$ cat src/rtl/led_pattern_slave.sv
// led_pattern_slave: accepts 2-bit LED-mode codes over valid/ready, queues them
// in a small circular FIFO and plays each one on the LED for a fixed dwell time.
// Codes: 0 = off, 1 = slow blink, 2 = fast blink, 3 = on.
module led_pattern_slave #(
  parameter int DEPTH     = 4,
  parameter int BASE_HALF = 1_000_000,
  parameter int DWELL     = 50_000_000,
  parameter int CNT_W     = 32
) (
  input  logic                    clk,
  input  logic                    rst,
  input  logic                    inValid,
  input  logic [1:0]              dataIn,
  output logic                    ready,
  output logic                    led,
  output logic [1:0]              ledMode,
  output logic                    busy,
  output logic [$clog2(DEPTH):0]  level
);

  localparam int AW = $clog2(DEPTH);
  localparam int LW = AW + 1;

  localparam logic [LW-1:0]    FULL_LEVEL = LW'(DEPTH);
  localparam logic [CNT_W-1:0] FAST_LAST  = CNT_W'(BASE_HALF - 1);
  localparam logic [CNT_W-1:0] SLOW_LAST  = CNT_W'(4 * BASE_HALF - 1);
  localparam logic [CNT_W-1:0] DWELL_LAST = CNT_W'(DWELL - 1);

  typedef enum logic [1:0] {
    IDLE = 2'd0,
    LOAD = 2'd1,
    RUN  = 2'd2
  } state_t;

  state_t           state_reg;
  logic [1:0]       fifo_mem [DEPTH];
  logic [AW-1:0]    head_reg;
  logic [AW-1:0]    tail_reg;
  logic [LW-1:0]    level_reg;
  logic [CNT_W-1:0] dwell_reg;
  logic [CNT_W-1:0] phase_reg;
  logic             led_reg;
  logic [1:0]       mode_reg;
  logic             busy_reg;

  logic             push;
  logic             pop;
  logic [CNT_W-1:0] half_last;

  // Ready depends on registered occupancy only, so a pop never frees a slot
  // for a push in the same cycle.
  assign ready     = !rst && (level_reg != FULL_LEVEL);
  assign push      = inValid && ready;
  assign pop       = (state_reg == LOAD);
  assign half_last = (mode_reg == 2'd1) ? SLOW_LAST : FAST_LAST;

  assign led     = led_reg;
  assign ledMode = mode_reg;
  assign busy    = busy_reg;
  assign level   = level_reg;

  // FIFO storage: write-only port here, read is registered by the FSM in LOAD.
  always_ff @(posedge clk) begin
    if (push) begin
      fifo_mem[tail_reg] <= dataIn;
    end
  end

  // FIFO pointers and occupancy; push and pop in the same cycle cancel out.
  always_ff @(posedge clk) begin
    if (rst) begin
      head_reg  <= '0;
      tail_reg  <= '0;
      level_reg <= '0;
    end else begin
      if (push) begin
        tail_reg <= tail_reg + AW'(1);
      end
      if (pop) begin
        head_reg <= head_reg + AW'(1);
      end
      case ({push, pop})
        2'b10:   level_reg <= level_reg + LW'(1);
        2'b01:   level_reg <= level_reg - LW'(1);
        default: level_reg <= level_reg;
      endcase
    end
  end

  // Playback FSM: loads a code, then plays it for at least DWELL cycles,
  // reloading only when another code is waiting.
  always_ff @(posedge clk) begin
    if (rst) begin
      state_reg <= IDLE;
      led_reg   <= 1'b0;
      mode_reg  <= 2'd0;
      busy_reg  <= 1'b0;
      dwell_reg <= '0;
      phase_reg <= '0;
    end else begin
      case (state_reg)
        IDLE: begin
          led_reg  <= 1'b0;
          mode_reg <= 2'd0;
          busy_reg <= 1'b0;
          if (level_reg != '0) begin
            state_reg <= LOAD;
            busy_reg  <= 1'b1;
          end
        end
        LOAD: begin
          // Blink codes start in the on phase; only code 0 starts dark.
          mode_reg  <= fifo_mem[head_reg];
          led_reg   <= (fifo_mem[head_reg] != 2'd0);
          dwell_reg <= '0;
          phase_reg <= '0;
          busy_reg  <= 1'b1;
          state_reg <= RUN;
        end
        RUN: begin
          busy_reg <= 1'b1;
          if (mode_reg == 2'd1 || mode_reg == 2'd2) begin
            if (phase_reg == half_last) begin
              led_reg   <= ~led_reg;
              phase_reg <= '0;
            end else begin
              phase_reg <= phase_reg + CNT_W'(1);
            end
          end
          // Dwell saturates at its last value, so a code arriving late is
          // loaded on the very next cycle.
          if (dwell_reg == DWELL_LAST) begin
            if (level_reg != '0) begin
              state_reg <= LOAD;
            end
          end else begin
            dwell_reg <= dwell_reg + CNT_W'(1);
          end
        end
        default: begin
          state_reg <= IDLE;
        end
      endcase
    end
  end

endmodule

$ cat config.mk
export PLATFORM = sky130hd
export DESIGN_NAME = led_pattern_slave
export DESIGN_NICKNAME = d
export VERILOG_FILES = /design/src/rtl/led_pattern_slave.sv
export SDC_FILE = /design/constraint.sdc
export NUM_CORES = 1
export LEC_CHECK = 0
export ABC_CLOCK_PERIOD_IN_PS = 5450
export BUFFER_PORTS_ARGS = -buffer_cell sky130_fd_sc_hd__buf_2
export CORE_UTILIZATION = 50
export DETAILED_ROUTE_END_ITERATION = 16
export PLACE_DENSITY = 0.66
export SLEW_MARGIN = 25
export SYNTH_ARGS = -nofsm -noshare
export SYNTH_HDL_FRONTEND = slang
export SYNTH_SLANG_ARGS = --single-unit
$ cat constraint.sdc
create_clock -name clk -period 5.45 [get_ports clk]
set_clock_uncertainty 0.2 [all_clocks]
set_input_delay 0.545 -clock clk [delete_from_list [all_inputs] [get_ports clk]]
set_output_delay 0.545 -clock clk [all_outputs]
set_load 0.02 [all_outputs]
==> results of run 1 <==
==> synthesized netlist by cell type (all sizes together) (2+ instances only) <==
cell type	count	area (sq um)
nand4	18	113
mux2i	2	20.0
o211ai	5	37.5
and2	6	37.5
a211o	2	17.5
or3	10	62.6
buf	9	53.8
clkbuf	13	48.8
a21oi	21	105
and3	22	138
a32oi	2	17.5
ha	12	150
edfxtp	8	240
inv	16	60.1
nand2b	3	18.8
nor3	14	75.1
nor2	51	199
a41oi	2	17.5
mux4	2	45.0
a31oi	12	75.1
dfxtp	79	1580
nand4b	2	17.5
o21a	5	37.5
and4	7	61.3
o31ai	14	105
a21o	7	52.6
nand3	36	180
xnor2	6	52.6
nand2	43	161
nor4	11	93.8
o21ai	20	100
nor3b	3	22.5
xor2	20	175
or4	2	18.8
==> routing by layer <==
metal	global-route usage	vias up
met5	0	-
met4	0.0771	0
met3	0.0447	11
met2	0.361	57
met1	0.288	1780
li1	-	1853
==> layout make-up <==
| cell class | instances | share of cell area |
|---|---|---|
| Clock buffer | 9 | 0.0263 |
| Clock inverter | 7 | 0.0186 |
| Inverter | 16 | 0.0128 |
| Multi-Input combinational cell | 379 | 0.513 |
| Sequential cell | 87 | 0.387 |
| Tap cell | 105 | 0.0279 |
| Timing Repair Buffer | 13 | 0.0144 |
==> power groups by stage <==
stage	Clock, mW	Sequential [mW]	Combinational [mW]
6_report	0.483	0.709	0.372
5_1_grt	0.520	0.713	0.424
4_1_cts	0.494	0.709	0.377
3_5_place_dp	0	0.723	0.376
3_3_place_gp	0	0.722	0.365
2_1_floorplan	0	0.733	0.271
==> cell families after synthesis <==
logic type | after synthesis | share of synthesized area
xor+xnor | 26 | 0.0519
compound gates | 101 | 0.155
buf+inv | 38 | 0.0371
fa+ha+maj | 13 | 0.0388
mux | 4 | 0.0148
flops | 87 | 0.415
simple gates | 235 | 0.287
==> metrics by stage <==
step / util / instances / hold WS [ns] / area (sq um) / power [mW]
floorplan: - / 504 / 0.233 / 4390 / 1.00
global placement: 0.537 / 600 / 0.253 / 4480 / 1.09
detailed placement: 0.539 / 600 / 0.259 / 4500 / 1.10
CTS: 0.564 / 616 / 0.191 / 4710 / 1.58
global route: 0.564 / 616 / 0.192 / 4710 / 1.66
finish: 0.564 / 616 / 0.204 / 4710 / 1.56
==> worst min-delay path by stage <==
stage | startpoint | end
2_1_floorplan | dwell_reg[22]$_SDFFE_PP0P_ | dwell_reg[22]$_SDFFE_PP0P_
3_3_place_gp | dwell_reg[22]$_SDFFE_PP0P_ | dwell_reg[22]$_SDFFE_PP0P_
3_5_place_dp | dwell_reg[31]$_SDFFE_PP0P_ | dwell_reg[31]$_SDFFE_PP0P_
4_1_cts | dataIn[0] | fifo_mem[3][0]$_DFFE_PP_
5_1_grt | dataIn[0] | fifo_mem[2][0]$_DFFE_PP_
6_report | dataIn[0] | fifo_mem[2][0]$_DFFE_PP_
==> worst max-delay path, stage by stage (launching register included) <==
cell       delay, ns
dfxtp_1         0.43
ha_1            0.27
nand2_1         0.11
nor2_1          0.25
o2111ai_4       0.23
nand3_1         0.73
o21ai_0         0.22
a21o_1          0.21
==> impl_metrics.env, run 1 <==
export IMPL_startpoint="phase_reg[0]$_SDFFE_PP0P_"
export IMPL_place_ws_ns=2.33
export IMPL_peakVddDrop_uv=280
export IMPL_dieHeight_um=95.7
export IMPL_tightest_slew_ns=1.00
export IMPL_final_common_cell="dfxtp_1"
export IMPL_grt_usage=0.220
export IMPL_synth_cell_types=60
export IMPL_ant_nets=0
export IMPL_io_pins=13
export IMPL_period_share=0.506
export IMPL_setup_viol=0
export IMPL_met3_length_um=298
export IMPL_dp_hpwl_um=6340
export IMPL_cts_tree="done"
export IMPL_h_tree_depth=3
export IMPL_finish_net_count=524
export IMPL_maxCapViolCount=0
export IMPL_holdPathStages=1
export IMPL_regToRegSetupSlack_ns=2.69
export IMPL_syn2layout_area_growth_pct=7.33
export IMPL_insertion_delay_ns=0.36
export IMPL_synth_edf_count=8
export IMPL_worstPathArrival_ns=2.82
export IMPL_ys_flop_type="dfxtp_1"
export IMPL_mostFrequentLayoutCells="dfxtp_1 (79), nor2_1 (50), nand2_1 (43), nand3_1 (36), and3_1 (22)"
export IMPL_rows=33
export IMPL_power_frac_clock=0.309
export IMPL_setup_slack_ns=2.69
export IMPL_hold_viol=0
export IMPL_synth_area_sq_mm=0.00439
export IMPL_fillers=812
export IMPL_cts_root_buf="clkbuf_8"
export IMPL_cts_made_buffers=9
export IMPL_antenna_cells=0
export IMPL_grt_pass1_vias=3276
export IMPL_dr_wl_met2_um=4360
export IMPL_vias_per_cell=6.01
export IMPL_grt_max_degree=39
export IMPL_setup_worst_path_end_class="flip-flop"
export IMPL_critPathMaxFanout=24
export IMPL_hold_buffers=0
export IMPL_synthArstFlopShare=0
export IMPL_design_core_area_sq_mm=0.00834
export IMPL_p_leak_nw=1.65
export IMPL_cts_setup_buffers=0
export IMPL_highest_layer="met4"
export IMPL_p_sw_uw=507
export IMPL_gr_total_overflow=0
export IMPL_maxSlewViolCount=0
export IMPL_worstSetupPathType="flip-flop to flip-flop"
export IMPL_place_gp_congestion=0.788
export IMPL_synth_cells=504
export IMPL_start_kind="flip-flop"
export IMPL_cts_sinks=87
export IMPL_relSlewSlack=0.330
export IMPL_r2r_end="phase_reg[10]$_SDFFE_PP0P_"
export IMPL_setup_tns_ns=0
export IMPL_ys_ff_latch=87
export IMPL_clockBufferDepth=2
export IMPL_status="finished, final reports clean"
export IMPL_vias=3701
export IMPL_firstDrtPassIters=5
export IMPL_rsz0062_at_grt="no"
export IMPL_finalWirelength_um=9160
export IMPL_clkTransAtPathRegs_ns=0.09
export IMPL_seq_area_sq_mm=0.00182
export IMPL_rr_worst_depth=7
export IMPL_powerDensity_mw_per_mm2=332
export IMPL_yosys_warnings=0
export IMPL_critPathRequiredTime_ns=5.51
export IMPL_cts_resized_gates=0
export IMPL_seq_area_frac_synth=0.415
export IMPL_intPower_mw=1.06
export IMPL_wl_met1_um=4360
export IMPL_syn_num_nets=522
export IMPL_syn_area_per_cell_sq_um=8.70
export IMPL_critPathCapture="phase_reg[10]$_SDFFE_PP0P_"
export IMPL_drt_iter0_markers=163
export IMPL_hold_path_class="input pin to flip-flop"
export IMPL_multiInputGateArea_sq_mm=0.00241
export IMPL_grt_pass1_wl_um=15500
export IMPL_die_w_um=95.7
export IMPL_period_needed_ns=2.76
export IMPL_worstReg2RegStart="phase_reg[0]$_SDFFE_PP0P_"
export IMPL_switching_share=0.324
export IMPL_max_freq_mhz=363
export IMPL_wl_per_cell_um=14.9
export IMPL_power_frac_comb=0.238
export IMPL_antenna_found_initial=0
export IMPL_power_frac_seq=0.453
export IMPL_drc=0
export IMPL_portBuffers=12
export IMPL_drive_above_1_share=0.0763
export IMPL_dieArea_sq_mm=0.00915
export IMPL_initial_core_util=0.526
No activity file was read; power rests on OpenSTA's default activity.
==> run 2, diff against run 1 <==
ABC_CLOCK_PERIOD_IN_PS = 2560   (was 5450)
clock period = 2.56 ns   (was 5.45 ns; I/O delays follow)
==> run 2 against run 1 <==
  * Utilization rose by 1.2 points
  * Non-clock buffer count up 18
  * Hold slack worse by 0.13 ns
  * Count of clock-buffer cells in the layout stayed put
  * Critical path depth is the same
==> impl_metrics.env, run 2 (synthesized netlist as in run 1, its figures left out) <==
export IMPL_status="finished, final reports clean"
export IMPL_mostFrequentLayoutCells="dfxtp_1 (79), nor2_1 (49), nand2_1 (43), nand3_1 (36), and3_1 (22)"
export IMPL_cts_tree="done"
export IMPL_dieArea_sq_mm=0.00915
export IMPL_rsz0062_at_grt="no"
export IMPL_cts_setup_buffers=0
export IMPL_portBuffers=12
export IMPL_seq_area_sq_mm=0.00182
export IMPL_io_pins=13
export IMPL_antenna_found_initial=0
export IMPL_crit_family="simple AND/OR/NAND/NOR gates"
export IMPL_final_common_cell="dfxtp_1"
export IMPL_rows=33
export IMPL_setup_viol=0
export IMPL_fillers=773
export IMPL_powerDensity_mw_per_mm2=679
export IMPL_finish_net_count=542
export IMPL_finalWirelength_um=9360
export IMPL_cp_cell_sequence="or4_4 > nor2_4 > o2111ai_4 > and3_1 > buf_4 > a41oi_1 > a31oi_1"
export IMPL_firstDrtPassIters=4
export IMPL_critPathMaxFanout=13
export IMPL_setup_worst_path_end_class="flip-flop"
export IMPL_peakVddDrop_uv=576
export IMPL_fin_area_sq_mm=0.00481
export IMPL_hold_viol=0
export IMPL_place_area_sq_mm=0.00461
export IMPL_start_kind="flip-flop"
export IMPL_die_w_um=95.7
export IMPL_cts_root_buf="clkbuf_8"
export IMPL_cts_made_buffers=9
export IMPL_cp_slowest_stage_delay_ns=0.56
export IMPL_maxSlewViolCount=0
export IMPL_hold_path_class="input pin to flip-flop"
export IMPL_relSlewSlack=0.623
export IMPL_dp_hpwl_um=6680
export IMPL_initial_core_util=0.526
export IMPL_period_needed_ns=2.37
export IMPL_dieHeight_um=95.7
export IMPL_tightest_slew_ns=0.560
export IMPL_period_share=0.926
export IMPL_utilization=0.576
export IMPL_max_freq_mhz=422
export IMPL_path_buf_inv=1
export IMPL_h_tree_depth=3
export IMPL_vias=3752
export IMPL_design_core_area_sq_mm=0.00834
export IMPL_grt_pass1_vias=3480
export IMPL_drc=0
export IMPL_place_gp_congestion=0.817
export IMPL_ant_nets=0
export IMPL_grt_max_degree=37
export IMPL_drive_above_1_share=0.110
export IMPL_syn2layout_area_growth_pct=9.59
export IMPL_antenna_cells=0
export IMPL_p_leak_nw=1.72
export IMPL_grt_pass1_wl_um=16100
export IMPL_grt_usage=0.227
export IMPL_p_total_mw=3.26
export IMPL_gr_total_overflow=0
export IMPL_maxCapViolCount=0
export IMPL_wl_per_cell_um=14.8
export IMPL_drt_iter0_markers=199
export IMPL_multiInputGateArea_sq_mm=0.00241
export IMPL_vias_per_cell=5.92
export IMPL_worstPathArrival_ns=2.40
export IMPL_slowest_stage="or4_4"
export IMPL_hold_slack_ns=0.0717
export IMPL_clkTransAtPathRegs_ns=0.09
export IMPL_clockBufferDepth=2
export IMPL_worstSetupPathType="flip-flop to flip-flop"
export IMPL_cts_sinks=87
export IMPL_insertion_delay_ns=0.36
export IMPL_setup_tns_ns=0
export IMPL_critPathRequiredTime_ns=2.59
==> run 2: metal layers <==
layer | GRT usage | vias up | routed length [um]
met1 | 0.304 | 1772 | 4370
li1 | - | 1900 | -
met2 | 0.370 | 66 | 4440
met3 | 0.0343 | 14 | 371
met5 | 0 | - | 0
met4 | 0.0821 | 0 | 183
==> run 2: where the power goes <==
group          total, mW  leakage, nW  switching (mW)  internal, mW
clock              0.867       0.0793           0.515         0.352
combinational      0.889        0.928           0.564         0.325
sequential          1.51        0.710          0.0627          1.45
total               3.26         1.72            1.14          2.12
==> run 2: worst register-to-register path, delay by kind of cell (launching register included) <==
family / cells / cell delay (ns)
simple gates: 3 / 0.99
flops: 1 / 0.37
compound gates: 3 / 0.45
buf+inv: 1 / 0.22
==> run 2: through the flow <==
step / setup slack [ns] / std cells
after floorplan: 0.0851 / 504
after global placement: 0.257 / 616
after detailed placement: 0.171 / 616
after CTS: 0.158 / 634
after global routing: 0.0157 / 634
final: 0.189 / 634
==> run 2: final timing paths <==
check	to	cells after the start	startpoint	slack, ns
max	phase_reg[23]$_SDFFE_PP0P_	7	phase_reg[12]$_SDFFE_PP0P_	0.19
min	tail_reg[1]$_SDFFE_PP0P_	3	inValid	0.07
max reg2reg	phase_reg[23]$_SDFFE_PP0P_	7	phase_reg[12]$_SDFFE_PP0P_	0.19
min reg2reg	dwell_reg[31]$_SDFFE_PP0P_	1	dwell_reg[31]$_SDFFE_PP0P_	0.27
==> run 2: final cells by class <==
class | count | area share
clock buffer | 9 | 0.0258
clock inverter | 7 | 0.0102
inverter | 16 | 0.0125
multi-input combinational | 379 | 0.502
sequential | 87 | 0.379
tap | 105 | 0.0273
timing repair buffer | 31 | 0.0432
==> run 2: repair_timing <==
item,4_1_cts,5_1_grt
gates resized for setup,0,2
hold endpoints to repair,8,0
endpoints found under the setup margin,0,2
hold buffers,2,0
==> run 3, diff against run 2 <==
RECOVER_POWER = 50   (was unset)
==> run 3 against run 2 <==
  * Non-clock buffer count did not move
  * Clock power is essentially flat
  * Global-route usage did not move
  * Worst setup slack got worse by 0.0031 ns
  * Highest routed layer unchanged
  * Critical path type unchanged
  * Sequential share of layout area rose by 0.25 points
  * Via count barely moved
  * Flip-flop and latch count stayed put
  * Largest power group unchanged
  * Cell count unchanged
==> impl_metrics.env, run 3 (synthesized netlist as in run 1, its figures left out) <==
export IMPL_utilization=0.572
export IMPL_p_total_mw=3.24
export IMPL_maxCapViolCount=0
export IMPL_dieArea_sq_mm=0.00915
export IMPL_grt_pass1_wl_um=16100
export IMPL_critPathRequiredTime_ns=2.59
export IMPL_max_freq_mhz=421
export IMPL_cts_made_buffers=9
export IMPL_setup_viol=0
export IMPL_drt_iter0_markers=194
export IMPL_relSlewSlack=0.570
export IMPL_grt_usage=0.227
export IMPL_antenna_cells=0
export IMPL_powerDensity_mw_per_mm2=678
export IMPL_firstDrtPassIters=5
export IMPL_setup_worst_path_end_class="flip-flop"
export IMPL_cts_root_buf="clkbuf_8"
export IMPL_design_core_area_sq_mm=0.00834
export IMPL_hold_slack_ns=0.0717
export IMPL_clockBufferDepth=2
export IMPL_grt_pass1_vias=3480
export IMPL_period_needed_ns=2.37
export IMPL_status="finished, final reports clean"
export IMPL_drc=0
export IMPL_rows=33
export IMPL_hold_path_class="input pin to flip-flop"
export IMPL_ant_nets=0
export IMPL_gr_total_overflow=0
export IMPL_die_w_um=95.7
export IMPL_regToRegSetupSlack_ns=0.19
export IMPL_place_gp_congestion=0.817
export IMPL_antenna_found_initial=0
export IMPL_dp_hpwl_um=6680
export IMPL_grt_max_degree=37
export IMPL_finalWirelength_um=9380
export IMPL_maxSlewViolCount=0
export IMPL_cts_tree="done"
export IMPL_finish_net_count=542
export IMPL_p_leak_nw=1.67
export IMPL_syn2layout_area_growth_pct=8.87
export IMPL_period_share=0.928
export IMPL_worstSetupPathType="flip-flop to flip-flop"
export IMPL_insertion_delay_ns=0.36
export IMPL_start_kind="flip-flop"
export IMPL_clkTransAtPathRegs_ns=0.09
export IMPL_hold_viol=0
export IMPL_final_common_cell="dfxtp_1"
export IMPL_vias=3753
export IMPL_tightest_slew_ns=0.645
export IMPL_setup_tns_ns=0
export IMPL_io_pins=13
export IMPL_critPathMaxFanout=13
export IMPL_worstPathArrival_ns=2.40
export IMPL_drive_above_1_share=0.0832
export IMPL_peakVddDrop_uv=566
export IMPL_portBuffers=12
export IMPL_dieHeight_um=95.7
export IMPL_mostFrequentLayoutCells="dfxtp_1 (79), nor2_1 (49), nand2_1 (43), nand3_1 (36), and3_1 (22)"
export IMPL_vias_per_cell=5.92
export IMPL_wl_per_cell_um=14.8
export IMPL_rsz0062_at_grt="no"
export IMPL_initial_core_util=0.526
export IMPL_cts_sinks=87
export IMPL_h_tree_depth=3
run 3: changes by cell type in the layout (fill, tap and decap cells not counted):
cell      previous run  this run
nor3_1              13        14
buf_2               12         2
clkbuf_1             0        13
nor3_2               1         0
clkbuf_2             0         1
buf_4               17        13
run 3: where the power goes:
| part | internal, mW | switching (mW) | total (mW) | leakage (nW) |
|---|---|---|---|---|
| clock | 0.352 | 0.513 | 0.866 | 0.0793 |
| sequential | 1.45 | 0.0647 | 1.51 | 0.710 |
| combinational | 0.300 | 0.564 | 0.863 | 0.878 |
run 3: per-stage QoR:
step	area, sq um	instances	setup WS, ns
floorplan	4390	504	0.0851
global placement	4610	616	0.257
detailed placement	4610	616	0.171
CTS	4800	634	0.158
global route	4770	634	0.0158
finish	4770	634	0.186
run 3: what timing repair did:
action / 4_1_cts / 5_1_grt
gates resized for setup: 0 / 2
endpoints found under the setup margin: 0 / 2
buffers inserted: 0 / 0
hold endpoints to repair: 8 / 0
hold buffers: 2 / 0
run 3: worst paths after layout:
check | from | to | cells past startpoint
max | phase_reg[12]$_SDFFE_PP0P_ | phase_reg[23]$_SDFFE_PP0P_ | 7
min | inValid | tail_reg[1]$_SDFFE_PP0P_ | 3
max reg2reg | phase_reg[12]$_SDFFE_PP0P_ | phase_reg[23]$_SDFFE_PP0P_ | 7
min reg2reg | dwell_reg[31]$_SDFFE_PP0P_ | dwell_reg[31]$_SDFFE_PP0P_ | 1
run 3: critical path, cell delays in order (launching register included):
cell and delay, ns:
dfxtp_1 0.37, or4_4 0.56, nor2_4 0.12, o2111ai_4 0.18, and3_1 0.31, buf_4 0.22
a41oi_1 0.21, a31oi_1 0.06
run 3: cell type report:
class                      count  area [sq um]
clock inverter                 7          48.8
timing repair buffer          31           181
sequential                    87          1820
clock buffer                   9           124
tap                          105           131
multi-input combinational    379          2410
fill                         780          3570
inverter                      16          60.1
run 3: layer usage:
| layer | vias up | part of all wire | track usage |
|---|---|---|---|
| met5 | - | 0 | 0 |
| met1 | 1772 | 0.47 | 0.304 |
| met4 | 0 | 0.014 | 0.0821 |
| met2 | 68 | 0.47 | 0.370 |
| li1 | 1901 | - | - |
| met3 | 12 | 0.042 | 0.0343 |
